==> config.mk <==
export PLATFORM = sky130hd
export DESIGN_NAME = if_stage_flat
export DESIGN_NICKNAME = d
export VERILOG_FILES = /design/src/rtl/if_stage_if.sv /design/src/rtl/if_stage.sv /design/src/flat_wrapper.sv
export SDC_FILE = /design/constraint.sdc
export NUM_CORES = 1
export LEC_CHECK = 0
export CAP_MARGIN = 30
export CORE_MARGIN = 2
export CORE_UTILIZATION = 49
export CTS_CLUSTER_SIZE = 10
export DETAILED_ROUTE_END_ITERATION = 10
export PLACE_DENSITY_LB_ADDON = 0.05
export SLEW_MARGIN = 20
export SYNTH_ARGS = -nofsm -noshare
export SYNTH_HDL_FRONTEND = slang
export SYNTH_SLANG_ARGS = --single-unit
==> constraint.sdc <==
create_clock -name clock -period 7.75 [get_ports clock]
set_clock_uncertainty 0.15 [all_clocks]
set_input_delay 2.325 -clock clock [delete_from_list [all_inputs] [get_ports clock]]
set_output_delay 2.325 -clock clock [all_outputs]
set_load 0.005 [all_outputs]
==> src/rtl/if_stage_if.sv <==
// rtl/if_stage_if.sv - fetch-stage bundle: decode handshake, redirect bus and instruction SRAM port
interface if_stage_if;
    logic        id_allow_in;
    logic [32:0] id_to_if_branch_bus;
    logic [64:0] if_to_id_instruction_bus;
    logic        instruction_sram_enabled;
    logic [3:0]  instruction_sram_write_enabled;
    logic [31:0] instruction_sram_address;
    logic [31:0] instruction_sram_write_data;
    logic [31:0] instruction_sram_read_data;

    modport master (
        input  id_allow_in,
        input  id_to_if_branch_bus,
        input  instruction_sram_read_data,
        output if_to_id_instruction_bus,
        output instruction_sram_enabled,
        output instruction_sram_write_enabled,
        output instruction_sram_address,
        output instruction_sram_write_data
    );

    modport slave (
        output id_allow_in,
        output id_to_if_branch_bus,
        output instruction_sram_read_data,
        input  if_to_id_instruction_bus,
        input  instruction_sram_enabled,
        input  instruction_sram_write_enabled,
        input  instruction_sram_address,
        input  instruction_sram_write_data
    );
endinterface

==> src/rtl/if_stage.sv <==
// rtl/if_stage.sv - MIPS instruction-fetch stage with SRAM hold buffer and delay-slot redirect
module if_stage #(
    parameter logic [31:0] RESET_VECTOR = 32'hBFC00000
) (
    input logic        clock,
    input logic        reset,
    if_stage_if.master bus
);
    logic        if_valid_q, if_valid_d;
    logic [31:0] pc_q, pc_d;
    logic        fresh_q, fresh_d;
    logic        hold_valid_q, hold_valid_d;
    logic [31:0] hold_data_q, hold_data_d;
    logic        pend_q, pend_d;
    logic [31:0] pend_target_q, pend_target_d;

    logic        branch_taken;
    logic [31:0] branch_target;
    logic        pre_if_valid;
    logic        if_allow_in;
    logic        if_req;
    logic        transfer;
    logic        delay_slot_issued;
    logic [31:0] next_pc;
    logic [31:0] instruction;

    assign branch_taken      = bus.id_to_if_branch_bus[32];
    assign branch_target     = bus.id_to_if_branch_bus[31:0];
    assign pre_if_valid      = !reset;
    assign if_allow_in       = !if_valid_q || bus.id_allow_in;
    assign if_req            = pre_if_valid && if_allow_in;
    assign transfer          = if_valid_q && bus.id_allow_in;
    // The instruction leaving IF while the branch sits in ID is its delay slot.
    assign delay_slot_issued = transfer;

    always_comb begin
        next_pc = pc_q + 32'd4;
        if (pend_q) begin
            next_pc = pend_target_q;
        end else if (branch_taken && delay_slot_issued) begin
            next_pc = branch_target;
        end
    end

    always_comb begin
        if_valid_d    = if_valid_q;
        pc_d          = pc_q;
        fresh_d       = if_req;
        hold_valid_d  = hold_valid_q;
        hold_data_d   = hold_data_q;
        pend_d        = pend_q;
        pend_target_d = pend_target_q;

        if (if_req) begin
            if_valid_d = 1'b1;
            pc_d       = next_pc;
        end else if (if_allow_in) begin
            if_valid_d = 1'b0;
        end

        // SRAM data lives for one cycle only; park it if decode is not taking it.
        if (transfer) begin
            hold_valid_d = 1'b0;
        end else if (if_valid_q && fresh_q && !hold_valid_q) begin
            hold_valid_d = 1'b1;
            hold_data_d  = bus.instruction_sram_read_data;
        end

        // Branch seen with IF empty: this cycle's request is the delay slot, redirect the one after.
        if (pend_q) begin
            if (if_req) begin
                pend_d = 1'b0;
            end
        end else if (branch_taken && !if_valid_q) begin
            pend_d        = 1'b1;
            pend_target_d = branch_target;
        end
    end

    always_ff @(posedge clock) begin
        if (reset) begin
            if_valid_q    <= 1'b0;
            pc_q          <= RESET_VECTOR - 32'd4;
            fresh_q       <= 1'b0;
            hold_valid_q  <= 1'b0;
            hold_data_q   <= 32'd0;
            pend_q        <= 1'b0;
            pend_target_q <= 32'd0;
        end else begin
            if_valid_q    <= if_valid_d;
            pc_q          <= pc_d;
            fresh_q       <= fresh_d;
            hold_valid_q  <= hold_valid_d;
            hold_data_q   <= hold_data_d;
            pend_q        <= pend_d;
            pend_target_q <= pend_target_d;
        end
    end

    assign instruction = hold_valid_q ? hold_data_q : bus.instruction_sram_read_data;

    assign bus.if_to_id_instruction_bus       = {if_valid_q && !reset, pc_q, instruction};
    assign bus.instruction_sram_enabled       = if_req;
    assign bus.instruction_sram_address       = next_pc;
    assign bus.instruction_sram_write_enabled = 4'b0000;
    assign bus.instruction_sram_write_data    = 32'd0;
endmodule

==> src/flat_wrapper.sv <==
// flat-port wrapper written by rule: the top's interface ports become plain ports
module if_stage_flat 
#(
    parameter logic [31:0] RESET_VECTOR = 32'hBFC00000
)
  (clock, reset, bus_id_allow_in, bus_id_to_if_branch_bus, bus_instruction_sram_read_data, bus_if_to_id_instruction_bus, bus_instruction_sram_enabled, bus_instruction_sram_write_enabled, bus_instruction_sram_address, bus_instruction_sram_write_data);
  if_stage_if bus_i ();
  input logic clock;
  input logic reset;
  input wire logic [$bits(bus_i.id_allow_in)-1:0] bus_id_allow_in;
  input wire logic [$bits(bus_i.id_to_if_branch_bus)-1:0] bus_id_to_if_branch_bus;
  input wire logic [$bits(bus_i.instruction_sram_read_data)-1:0] bus_instruction_sram_read_data;
  output wire logic [$bits(bus_i.if_to_id_instruction_bus)-1:0] bus_if_to_id_instruction_bus;
  output wire logic [$bits(bus_i.instruction_sram_enabled)-1:0] bus_instruction_sram_enabled;
  output wire logic [$bits(bus_i.instruction_sram_write_enabled)-1:0] bus_instruction_sram_write_enabled;
  output wire logic [$bits(bus_i.instruction_sram_address)-1:0] bus_instruction_sram_address;
  output wire logic [$bits(bus_i.instruction_sram_write_data)-1:0] bus_instruction_sram_write_data;
  assign bus_i.id_allow_in = bus_id_allow_in;
  assign bus_i.id_to_if_branch_bus = bus_id_to_if_branch_bus;
  assign bus_i.instruction_sram_read_data = bus_instruction_sram_read_data;
  assign bus_if_to_id_instruction_bus = bus_i.if_to_id_instruction_bus;
  assign bus_instruction_sram_enabled = bus_i.instruction_sram_enabled;
  assign bus_instruction_sram_write_enabled = bus_i.instruction_sram_write_enabled;
  assign bus_instruction_sram_address = bus_i.instruction_sram_address;
  assign bus_instruction_sram_write_data = bus_i.instruction_sram_write_data;
  if_stage #(.RESET_VECTOR(RESET_VECTOR)) u_core (.clock(clock), .reset(reset), .bus(bus_i));
endmodule
# Yosys cells after proc, flatten, opt, wreduce, memory -nomap -nowiden
# Cells that the tools add are included.
[totals] in_bits=68 wordCells=33 reg_bits=100 output_inout_bits=134
[op_classes] addsub=1 n_mux=8 bitwise=2 reduce_logical=15
[op_table] cell="$mux 32" count=3
[op_table] cell="$add 32x3->32 const B" count=1
[op_table] cell="$logic_and 1x1->1" count=7
[op_table] cell="$mux 1" count=5
[op_table] cell="$reduce_and 2->1" count=2
[op_table] cell="$logic_not 1->1" count=3
[op_table] cell="$not 1->1" count=2
[op_table] cell="$reduce_bool 2->1" count=1
[op_table] cell="$reduce_or 2->1" count=1
[op_table] cell="$logic_or 1x1->1" count=1

# Logic depth before layout (Yosys ltp)
# Gate-level depths: netlist of the first run.
[logic_depth] depth_word=5 mapped_depth=8 ltp_nobuf=6

# Worst setup path before layout of the first run
# No wires, ideal clock.
[synth_path] path_kind="input to output" start="input port bus_id_to_if_branch_bus[32]" end="output port bus_instruction_sram_address[24]" path_stages=6 n_path_buf=2 t_arrival_ns=3.439 required_time_ns=5.275 path_slack_ns=1.836 path_cell_list="and3_1 -> clkbuf_1 -> nor2_1 -> clkbuf_1 -> nand3_1 -> nand3b_1"
[synth_via] elab_chain_cells=3
[synth_rtl] item="start: declaration" line="flat_wrapper.sv:11" text="input wire logic [$bits(bus_i.id_to_if_branch_bus)-1:0] bus_id_to_if_branch_bus;"
[synth_rtl] item="$logic_and 1x1->1" line="if_stage.sv:40" text="end else if (branch_taken && delay_slot_issued) begin"
[synth_rtl] item="$mux 32" line="if_stage.sv:40"
[synth_rtl] item="$mux 32" line="if_stage.sv:38" text="if (pend_q) begin"
[synth_rtl] item="end: declaration" line="flat_wrapper.sv:16" text="output wire logic [$bits(bus_i.instruction_sram_address)-1:0] bus_instruction_sram_address;"
# No other way between the ends.

# Worst setup path in the final report of the first run
[layout_path] start="input port bus_id_allow_in" end="output port bus_instruction_sram_address[20]"
[layout_via] elab_chain_cells=4
[layout_rtl] item="start: declaration" line="flat_wrapper.sv:10" text="input wire logic [$bits(bus_i.id_allow_in)-1:0] bus_id_allow_in;"
[layout_rtl] item="$logic_and 1x1->1" line="if_stage.sv:32" text="assign transfer = if_valid_q && bus.id_allow_in;"
[layout_rtl] item="$logic_and 1x1->1" line="if_stage.sv:40"
[layout_rtl] item="$mux 32" line="if_stage.sv:40"
[layout_rtl] item="$mux 32" line="if_stage.sv:38"
# No other way between the ends.

==> metrics.txt, run 1 <==
fin crit share=0.914; HP Class=register to register; gr usage total=0.269; Final Max Tran Viols=0; row count=39; largest net degree at the start of global routing=57; # DRC=0; CP arrival=4610 ps; R2R depth=5; number of flops mapped to enable cells by yosys=0; final setup vio count=0; WL per Instance=16.8 um; VDD IR max=0.168 mV; setup_tns=0 ps; maximum fanout along the worst path=10; DRT iter0 DRCs=approximately 420; Fin. Hold Viols=0; multi-input logic area=between 3000 and 4000 sq um; Worst setup EP type=primary output; Post-Route Utilization=0.664; clock root cell=clkbuf_16; Worst-Skew Late Latency=350 ps; most common cell after layout, fill and taps aside=nand2_1; Overflow after GRT=0; via/cell ratio=5.69; # fillers=991; first-pass GRT wire length=27.7 mm; Final nets=960; initial antenna violation count=0; most numerous cell on the critical path=clkdlybuf4s50_1; leakage power=between 2 and 3 nW; reg-to-reg endpoint=u_core.pc_q[25]$_SDFFE_PP1P_; hold endpoint=u_core.hold_data_q[17]$_SDFFE_PP0P_; final total power=roughly 1.5 mW; Layout area overhead=32.0%; MaxCap Viol Count=0; Least-Margin Pin Slew=~790 ps; Storage cell area=2000 sq um; CP Cell Sequence=clkdlybuf4s50_1, nand3_1, buf_4, mux2i_1, o21ai_0, o21bai_1, clkdlybuf4s50_1; Top Ports=roughly 200; Clock transition at path regs=70 ps; Syn Std Cell Area=5770 sq um; Post-DP HPWL=12.2 mm; Initial Utilization=0.503; Hold-fix buffers, CTS=0; post-synth top area cell=dfxtp_1; RR Startpoint=u_core.pc_q[7]$_SDFFE_PP1P_; fmax=0.141 GHz; Sink Count=100; CTS tree=built; vias in the first global route=5,408; ys flop type=dfxtp_1; post-synthesis sequential area ratio=0.347; layout cell share with drive strength beyond 1=0.0893; post-route ant nets=0; # resized after CTS=0; Die W=between 100 and 150 um; Yosys cell types=57; FF-to-FF setup slack=4980 ps; gpl congestion=0.966; Critical-path top delay cell=clkdlybuf4s50_1; drt total wl=17.4 mm; Largest delay share family, worst path=buffers and inverters; Syn Area/Cell=about 7.5 sq um; Buf/Inv on CP=3; Tmin final=just over 7000 ps; PwrDens=199 nW/um^2; cts bufs inserted=9; postcts setup bufs=0; RSZ-0062 raised after global routing=false; Hold Path Origin=u_core.hold_data_q[17]$_SDFFE_PP0P_; CP startpoint kind=input pin; asr flop ratio synth=0; Die Y=roughly 110 um; Die Area=12,700 sq um; Port Buffers=between 150 and 200; Max Buffers Root-to-Sink=2; top post-synthesis cells by area=dfxtp_1, nand2_1, a21oi_1, mux2_2, buf_4; crit path kind=input pin to primary output; TritonRoute pass-1 iters=6; ANT cells=0; Yosys warning total=0; outcome=complete, no violations; H-tree depth=3; most frequent cells in the layout=nand2_1, clkdlybuf4s50_1, a21oi_1; post-synth top area share=0.347; slowest cell delay on critical path=600 ps; Rel. slew slack=0.470; Worst EP required=5280 ps; flops & latches, synth=100; routed vias=between 5,000 and 6,000; WHS Path Cells=2; Gate Count Post-Synth=765; core area=11,500 sq um
[metrics by stage]
stage               instances  setup slack (ps)  hold WS, ps  instance area [sq um]
floorplan                 800              1840          283                   5900
global placement         1022               763          289                   7320
detailed placement       1023               672          296                   7330
CTS                      1039               666          306                   7610
global route             1039               523          321                   7610
finish                   1039               668          306                   7610
[flip-flops by register name, indices dropped and copies added (netlist names)]
name,flops
u_core.pend_q,1
u_core.pc_q,32
u_core.hold_valid_q,1
u_core.if_valid_q,1
u_core.pend_target_q,32
u_core.hold_data_q,32
u_core.fresh_q,1
[tightest hold or removal path, stage by stage (launching register included)]
cell and delay (ps):
dfxtp_1 310, nand2_1 50, a21oi_1 50
[per-layer routing]
metal / wire, um / GRT usage / part of all wire
met1: 7280 / 0.351 / 0.42
met2: 8090 / 0.437 / 0.46
met3: 1590 / 0.0643 / 0.091
met4: 456 / 0.0951 / 0.026
met5: 0 / 0 / 0
[kinds of logic (layout without fill, tap and decap cells)]
group	Yosys count	after routing	share of synthesized area
buffers and inverters	101	197	0.0911
flip-flops	100	100	0.347
multiplexers	42	42	0.0807
AO/OA/AOI/OAI	180	180	0.180
other	1	36	0.000650
adder cells (fa/ha/maj)	1	1	0.00217
AND/OR/NAND/NOR	314	314	0.259
XOR/XNOR	26	26	0.0395
[final cells by class]
| type | instances | area share |
|---|---|---|
| Clock inverter | 7 | 0.00789 |
| Inverter | 3 | 0.00148 |
| Sequential cell | 100 | 0.263 |
| Tap cell | 143 | 0.0235 |
| Timing Repair Buffer | 178 | 0.230 |
| Clock buffer | 9 | 0.0296 |
| Multi-Input combinational cell | 599 | 0.444 |
[worst max-delay path by stage]
| stage | from | to | slack (ps) | cells past startpoint |
|---|---|---|---|---|
| 2_1_floorplan | bus_id_to_if_branch_bus[32] | bus_instruction_sram_address[24] | 1840 | 6 |
| 3_5_place_dp | bus_id_allow_in | bus_instruction_sram_address[20] | 670 | 7 |
| 4_1_cts | bus_id_allow_in | bus_instruction_sram_address[20] | 670 | 7 |
| 3_3_place_gp | bus_id_allow_in | bus_instruction_sram_address[20] | 760 | 7 |
| 6_report | bus_id_allow_in | bus_instruction_sram_address[20] | 670 | 7 |
| 5_1_grt | bus_id_allow_in | bus_instruction_sram_address[4] | 520 | 6 |
[power by group]
| group | total, mW | internal (mW) | switching [mW] | leakage, nW |
|---|---|---|---|---|
| clock network | 0.439 | 0.224 | 0.216 | 0.136 |
| registers | 0.600 | 0.548 | 0.0517 | 0.819 |
| logic | 0.473 | 0.251 | 0.222 | 1.82 |
| total | 1.51 | 1.02 | 0.489 | 2.78 |
[synth_stat cells, types with 4 or more instances]
master and n:
nand2_1 176, a21o_1 4, and3_1 6, clkbuf_1 45, nor4_1 6, a31oi_1 8
buf_4 36, nor3b_1 18, mux2_2 36, nand4_1 12, o21ai_0 35, dfxtp_1 100
or4_1 4, xnor2_1 12, mux2i_1 6, nand3_1 15, a21oi_1 101, buf_1 13
xor2_1 14, a211o_1 6, nor3_1 18, nor2_1 33, o31a_1 4
(Power assumes the default switching activity.)
==> inputs of run 2 (changes only) <==
- CELL_PAD_IN_SITES_DETAIL_PLACEMENT: default -> 0
- CELL_PAD_IN_SITES_GLOBAL_PLACEMENT: default -> 2
- CORE_UTILIZATION: 49 -> 27
==> run 2 against run 1 <==
  * Via count shrank 3.1%
  * Flip-flop and latch count is the same
  * Cell count grew 13%
==> metrics.txt, run 2 (synthesized netlist as in run 1, its figures left out) <==
row count=53 (+36%); Final Max Tran Viols=0 (unchanged); Worst EP required=5280 ps (about the same); PwrDens=203 nW/um^2 (+2.1%); Post-DP HPWL=14.0 mm (+15%); final total power=1.58 mW (+4.6%); Max Buffers Root-to-Sink=2 (unchanged); clock root cell=clkbuf_16; cts bufs inserted=9 (unchanged); Die W=150 um (+33%); CP startpoint kind=input pin; dpl ws=849 ps (+176 ps); final worst setup slack=866 ps (+197 ps); Initial Utilization=0.274 (-0.229); H-tree depth=3 (unchanged); post-route ant nets=0 (unchanged); initial antenna violation count=1 (+1); CTS tree=built; TritonRoute pass-1 iters=5 (-1); maximum fanout along the worst path=28 (+18); HP Class=register to register; first-pass GRT wire length=31.2 mm (+13%); Die Y=150 um (+33%); Worst-Skew Late Latency=350 ps (about the same); VDD IR max=0.101 mV (-40%); setup_tns=0 ps (unchanged); DRT iter0 DRCs=329 (-22%); Layout area overhead=35.3%; Rel. slew slack=0.393 (-0.0766); via/cell ratio=4.90 (-14%); gpl congestion=0.761 (-21%); # DRC=0 (unchanged); MaxCap Viol Count=0 (unchanged); final setup vio count=0 (unchanged); leakage power=2.79 nW (+0.70%); fin crit share=0.888 (-0.0255); fmax=0.145 GHz (+2.9%); outcome=complete, no violations; Die Area=22,500 sq um (+78%); Worst setup EP type=primary output; ANT cells=0 (unchanged); Least-Margin Pin Slew=910 ps (+118 ps); Final nets=960 (unchanged); Tmin final=6880 ps (-197 ps); largest net degree at the start of global routing=78 (+37%); RSZ-0062 raised after global routing=false; gr usage total=0.179 (-0.0905); routed vias=5,733 (-3.1%); WL per Instance=17.4 um (+4.0%); # resized after CTS=0 (unchanged); Top Ports=202 (unchanged); most common cell after layout, fill and taps aside=nand2_1; top flop regs=u_core.hold_data_q: 32 flops, u_core.pc_q: 32 flops, u_core.pend_target_q: 32 flops; Hold-fix buffers, CTS=0 (unchanged); drt total wl=20.4 mm (+17%); Overflow after GRT=0 (unchanged); layout cell share with drive strength beyond 1=0.0883 (-0.00102); FF-to-FF setup slack=4960 ps (-20 ps); Fin. Hold Viols=0 (unchanged); crit path kind=input pin to primary output; core area=21,000 sq um (+83%); vias in the first global route=5,382 (-0.48%); Port Buffers=165 (unchanged); postcts setup bufs=0 (unchanged); Sink Count=100 (unchanged); Clock transition at path regs=70 ps (about the same); most frequent cells in the layout=nand2_1, clkdlybuf4s50_1, a21oi_1; CP arrival=4410 ps (-200 ps)
-- run 2: cell count changes in the layout (fill, tap and decap cells not counted) --
cell	before	now
buf_4	13	14
inv_8	2	0
clkinv_2	1	2
buf_6	1	0
clkinvlp_4	2	0
bufinv_16	0	2
-- run 2: area by class of cell --
type,instances,area (sq um)
Clock buffer,9,225
Clock inverter,6,87.6
Fill cell,2192,13200
Inverter,3,11.3
Multi-Input combinational cell,599,3380
Sequential cell,100,2000
Tap cell,275,344
Timing Repair Buffer,178,1750
-- run 2: worst paths after layout --
check	cells after the start	from	end
worst min-delay path	2	u_core.hold_data_q[6]$_SDFFE_PP0P_	u_core.hold_data_q[6]$_SDFFE_PP0P_
worst max register to register	5	u_core.pc_q[7]$_SDFFE_PP1P_	u_core.pc_q[25]$_SDFFE_PP1P_
worst min register to register	2	u_core.hold_data_q[6]$_SDFFE_PP0P_	u_core.hold_data_q[6]$_SDFFE_PP0P_
worst max-delay path	7	bus_id_allow_in	bus_instruction_sram_address[17]
-- run 2: metrics by stage --
stage	hold WS [ps]	util	cell area (sq um)	instances
final	306	0.371	7800	1170
after global routing	326	0.371	7800	1170
after detailed placement	297	0.356	7490	1155
after global placement	288	0.356	7490	1155
after CTS	308	0.371	7800	1170
after floorplan	283	-	5900	800
-- run 2: power by group --
group          leakage [nW]  total [mW]  internal [mW]  switching (mW)
Combinational          1.82       0.478          0.251           0.228
Sequential            0.819       0.602          0.548          0.0542
Clock                 0.156       0.500          0.283           0.218
-- run 2: metal layers --
layer  global-route usage  vias to the layer above  part of all wire
met4               0.0311                        2            0.0096
li1                     -                     2836                 -
met1                0.239                     2664              0.46
met5                    0                        -           0.00054
met2                0.283                      217              0.45
met3               0.0603                       14             0.080
-- run 2: worst max-delay path: stages --
cell	delay, ps
clkdlybuf4s50_1	610
nand3_1	120
buf_4	280
nor3b_1	220
a21oi_1	80
o21ai_0	180
clkdlybuf4s50_1	580
==> patch 1: new RTL, config.mk and constraints of run 2 <==
Reset style: asynchronous (`reset`), changed in one clocked block.
--- a/src/rtl/if_stage.sv
+++ b/src/rtl/if_stage.sv
@@ -78,5 +78,5 @@
     end
 
-    always_ff @(posedge clock) begin
+    always_ff @(posedge clock or posedge reset) begin
         if (reset) begin
             if_valid_q    <= 1'b0;
Check against the original RTL: differs if reset is asserted again (counterexample within 4 cycles, from zero or initial values and one cycle with reset high); with reset held inactive, the same outputs for 10 cycles.
==> patch 1 against run 2 <==
Sequential power grew 57%. Setup slack got worse by 250 ps. Routed wire length fell by 8.5%. Sequential cell count is the same. Final cell count is 13% lower. Cell area grew 4.4%. Synthesized area increased by 3.4%. Power grew 53%. Largest power group is now combinational cells.
==> patch 1: results (changes against run 2) <==
power:
  comb_power_share_pct: 39.5  # +9.2 points
  switching_share_pct: 32.29  # +0.69 points
  leakagePower_nw: 3.222  # +15%
  p_clk_share_pct: 21.3  # -10 points
  ir_drop_v: 0.00009986  # -0.66%
cells_and_area:
  nets: 805  # -16%
  drive_gt1_share_pct: 23.89  # +15 points
critical_path:
  r2r_start: "u_core.pc_q[3]"
  critPathArrivalTime_ps: 4660  # +250 ps
  cp_slowest_stage_delay_ps: 570  # -40 ps
  cp_max_fo: 12  # -57%
logic_synthesis:
  synth_area_leaders: "dfrtp_1, mux2_2, dfstp_2, buf_4, nand2_1"
  synthTopCellsByCount: "mux2_2, dfrtp_1, nand2_1, buf_4, a21oi_1"
  synthArstFlopShare_pct: 100.0  # +100 points
  ys_types: 53  # -7.0%
  ys.flop_type: "dfrtp_1"
routing:
  dr.pass1.iters: 4  # -1
  routedWlPerCell_um: 18.28  # +4.9%
  num_vias: 4967  # -13%
  drtIter0Drc: 178  # -46%
grt:
  gr-usage-all-layers_pct: 15.96  # -1.9 points
  antenna_found_initial: 0  # -1
  grt_pass1_vias: 5199  # -3.4%
  grt_max_degree: 60  # -23%
  grt_first_pass_wirelength_um: 29360  # -5.9%
clocking:
  cts_made_buffers: 9  # unchanged
run_status:
  status: "complete, no violations"
sta:
  tightestPinTransition_ps: 827.3  # -82.66 ps
hold_path:
  min-delay-start: "u_core.hold_data_q[11]"
place:
  gp_congestion: 0.7311  # -3.9%
  hpwl_um: 13010  # -7.3%
-- patch 1: cell types whose count changed after synthesis, sizes merged, moves of 28 or more --
cell   before  now
a21oi     101   32
dfstp       0   28
mux2       36  109
dfrtp       0   72
dfxtp     100    0
nand2     176   53
-- patch 1: layout make-up --
cell class              instances  area (um2)
well taps                     280       350.3
repair buffers                177        1754
clock buffers                  11       242.7
flip-flops and latches        100        2539
inverters                       9       37.54
clock inverters                 5       85.08
fillers                      2209       13610
multi-input cells             439        3134
-- patch 1: kinds of logic after synthesis --
group | synth area share (%)
xor gates and xnor gates | 2.644
buffers and inverters | 7.429
other | 0.06290
and+or+nand+nor | 12.93
DFF | 42.56
muxes | 21.83
adders and majority gates | 0.2098
AOI/OAI and AO/OA | 12.34
-- patch 1: metrics by stage --
step	worst slack [ps]	std cells	area [um2]	utilization (%)
CTS	568.5	1021	8143	37.43
detailed placement	570.8	1005	7815	35.92
global route	442.4	1021	8143	37.43
floorplan	510.7	620	6097	-
global placement	588.9	1005	7815	35.92
finish	613.8	1021	8143	37.43
-- patch 1: worst paths after layout --
kind / slack [ps] / to / cells after the start
worst max-delay path: 610 / bus_instruction_sram_address[7] / 5
worst min-delay path: 360 / u_core.hold_data_q[11] / 1
worst max register to register: 5150 / u_core.pc_q[30] / 5
worst min register to register: 360 / u_core.hold_data_q[11] / 1
max in group asynchronous: 3730 / u_core.pend_q / 4
min in group asynchronous: 2430 / u_core.hold_data_q[19] / 3
-- patch 1: critical path, delay by kind of cell --
kind,cells,cell delay (ps)
and+or+nand+nor,2,850
AOI/OAI and AO/OA,1,390
buffers and inverters,2,1090
-- patch 1: layer usage --
metal  up-vias  wire length, um  global-route usage (%)
met3        19              783                   2.730
li1       2330                -                       -
met5         -                0                       0
met1      2487             8558                   21.05
met4         0              260                   4.497
met2       131             9058                   26.99
==> patch 2: new RTL, config.mk and constraints of run 2 <==
Without the edit above. `RESET_VECTOR` is set to 32'hBFC00000 in 2 places; all go to 32'h5FE00000.
--- a/src/rtl/if_stage.sv
+++ b/src/rtl/if_stage.sv
@@ -1,5 +1,5 @@
 // rtl/if_stage.sv - MIPS instruction-fetch stage with SRAM hold buffer and delay-slot redirect
 module if_stage #(
-    parameter logic [31:0] RESET_VECTOR = 32'hBFC00000
+    parameter logic [31:0] RESET_VECTOR = 32'h5FE00000
 ) (
     input logic        clock,
--- a/src/flat_wrapper.sv
+++ b/src/flat_wrapper.sv
@@ -2,5 +2,5 @@
 module if_stage_flat 
 #(
-    parameter logic [31:0] RESET_VECTOR = 32'hBFC00000
+    parameter logic [31:0] RESET_VECTOR = 32'h5FE00000
 )
   (clock, reset, bus_id_allow_in, bus_id_to_if_branch_bus, bus_instruction_sram_read_data, bus_if_to_id_instruction_bus, bus_instruction_sram_enabled, bus_instruction_sram_write_enabled, bus_instruction_sram_address, bus_instruction_sram_write_data);
Formal check against the unedited RTL: not equivalent (Yosys sat finds a counterexample within 4 cycles, from zero or initial values and one cycle with reset high).
==> patch 2 against run 2 <==
Synthesized area increased by 2.4%. Setup slack lost 280 ps. First-iteration DRC count is 0.61% lower. Global-route usage is 0.48 points lower. Clock power shrank 13%. Hold slack worse by 3.3 ps. Non-clock buffer count fell by 1. Sequential cell count stayed put. Cell area up 1.2%. Routed wire length is 0.71% higher. Power shrank 3.2%. Critical path type unchanged. Critical endpoint is now bus_instruction_sram_address[10]. Highest routed layer is now met4.
==> patch 2: results (changes against run 2) <==
run_status:
  status: "complete, no violations"
power:
  ir_drop_v: 0.0001113  # +11%
  switching_share_pct: 32.46  # +0.86 points
  leakagePower_nw: 2.816  # +0.76%
grt:
  grt_first_pass_wirelength_um: 32260  # +3.4%
  met2_usage_pct: 27.20  # -1.1 points
  grt_pass1_vias: 5553  # +3.2%
  gr-usage-all-layers_pct: 17.38  # -0.48 points
  antenna_found_initial: 0  # -1
  grtUsageMet3_pct: 4.877  # -1.2 points
cells_and_area:
  drive_gt1_share_pct: 9.212  # +0.39 points
  nets: 967  # +0.73%
  n_fill_cell: 2292  # +4.6%
  fin_cells: 1181  # +0.94%
critical_path:
  critPathSlowestCell: "clkdlybuf4s50_1"
  critPathArrivalTime_ps: 4690  # +280 ps
  cp_slowest_stage_delay_ps: 500  # -110 ps
  timing.critical_path.to: "bus_instruction_sram_address[10]"
  cp_max_fo: 9  # -68%
  r2r-end: "u_core.pc_q[27]"
  r2r_start: "u_core.pc_q[14]"
  reg2reg_setup_slack_ps: 5160  # +200 ps
  crit_path_start: "bus_id_allow_in"
place:
  hpwl_um: 14370  # +2.4%
  gp_congestion: 0.7308  # -3.9%
sta:
  relSlewSlack_pct: 37.27  # -2.1 points
routing:
  routedWlPerCell_um: 17.39  # -0.23%
  drtIter0Drc: 327  # -0.61%
  num_vias: 5786  # +0.92%
logic_synthesis:
  ys.flop_type: "dfxtp_1"
  ys_types: 64  # +12%
  synth_area_leaders: "dfxtp_1, nand2_1, a21oi_1, mux2_2, buf_4"
  synthTopCellsByCount: "nand2_1, a21oi_1, dfxtp_1, clkbuf_1, nor2_1"
  syn_avg_cell_area_um2: 7.657  # +1.6%
  yosysSeqAreaShare_pct: 33.91  # -0.80 points
[patch 2: cell count changes in the layout (fill, tap and decap cells not counted), moves of 5 or more]
cell      change
nor2_1        +6
nand2_1       -5
o21ai_1       +5
nand2b_1      +6
o21ai_0       -9
nor3_1        -8
o31ai_1      +12
nor3b_1       -5
[patch 2: kinds of logic (layout without fill, tap and decap cells)]
| group | count (synthesis) | in the layout | share of synthesized area, % |
|---|---|---|---|
| AND/OR/NAND/NOR | 308 | 308 | 25.37 |
| AO/OA/AOI/OAI | 191 | 191 | 19.56 |
| buffers and inverters | 104 | 199 | 9.496 |
| flip-flops | 100 | 100 | 33.91 |
| multiplexers | 41 | 41 | 7.673 |
| XOR/XNOR | 25 | 25 | 3.709 |
| adder cells (fa/ha/maj) | 1 | 1 | 0.2119 |
| other | 1 | 36 | 0.06353 |
[patch 2: stage by stage]
step	utilization [%]	area [um2]	hold WS [ps]	power (mW)	setup WS (ps)
after floorplan	-	6035	282.9	0.8675	2059
after global placement	35.21	7614	288.7	1.107	590.9
after detailed placement	35.28	7629	296.6	1.112	563.2
after CTS	36.52	7895	306.1	1.554	557.9
after global routing	36.52	7895	318.8	1.622	426.9
final	36.52	7895	303.1	1.530	586.8
[patch 2: power by group through the flow]
stage	clock, mW	sequential, mW	combinational (mW)
floorplan	0	0.594	0.273
global placement	0	0.614	0.493
detailed placement	0	0.616	0.496
CTS	0.452	0.604	0.498
global route	0.472	0.612	0.538
finish	0.433	0.605	0.492
[patch 2: worst min path at each step]
stage,end,from,slack (ps),depth (start not counted)
floorplan,u_core.hold_data_q[0],u_core.hold_data_q[0],280,2
global placement,u_core.hold_data_q[18],u_core.hold_data_q[18],290,2
detailed placement,u_core.hold_data_q[2],u_core.hold_data_q[2],300,2
CTS,u_core.pend_target_q[15],u_core.pend_target_q[15],310,2
global route,u_core.pend_target_q[16],u_core.pend_target_q[16],320,2
finish,u_core.hold_data_q[8],u_core.hold_data_q[8],300,2
[patch 2: cell type report]
type	count	area share [%]
Inverter	8	0.5547
Timing Repair Buffer	177	22.12
Tap cell	280	4.437
Clock buffer	10	3.027
Clock inverter	4	0.3487
Sequential cell	100	25.37
Multi-Input combinational cell	602	44.14
[patch 2: per-layer routing]
layer	up-vias	routed length (um)	share of wire [%]
met5	-	0	0
met4	0	123	0.60
met3	7	1322	6.4
met2	189	9185	45
met1	2719	9904	48
li1	2871	-	-
[patch 2: critical path, delay by kind of cell]
kind,cells,cell delay [ps]
buf+inv,3,1250
simple gates,4,1100
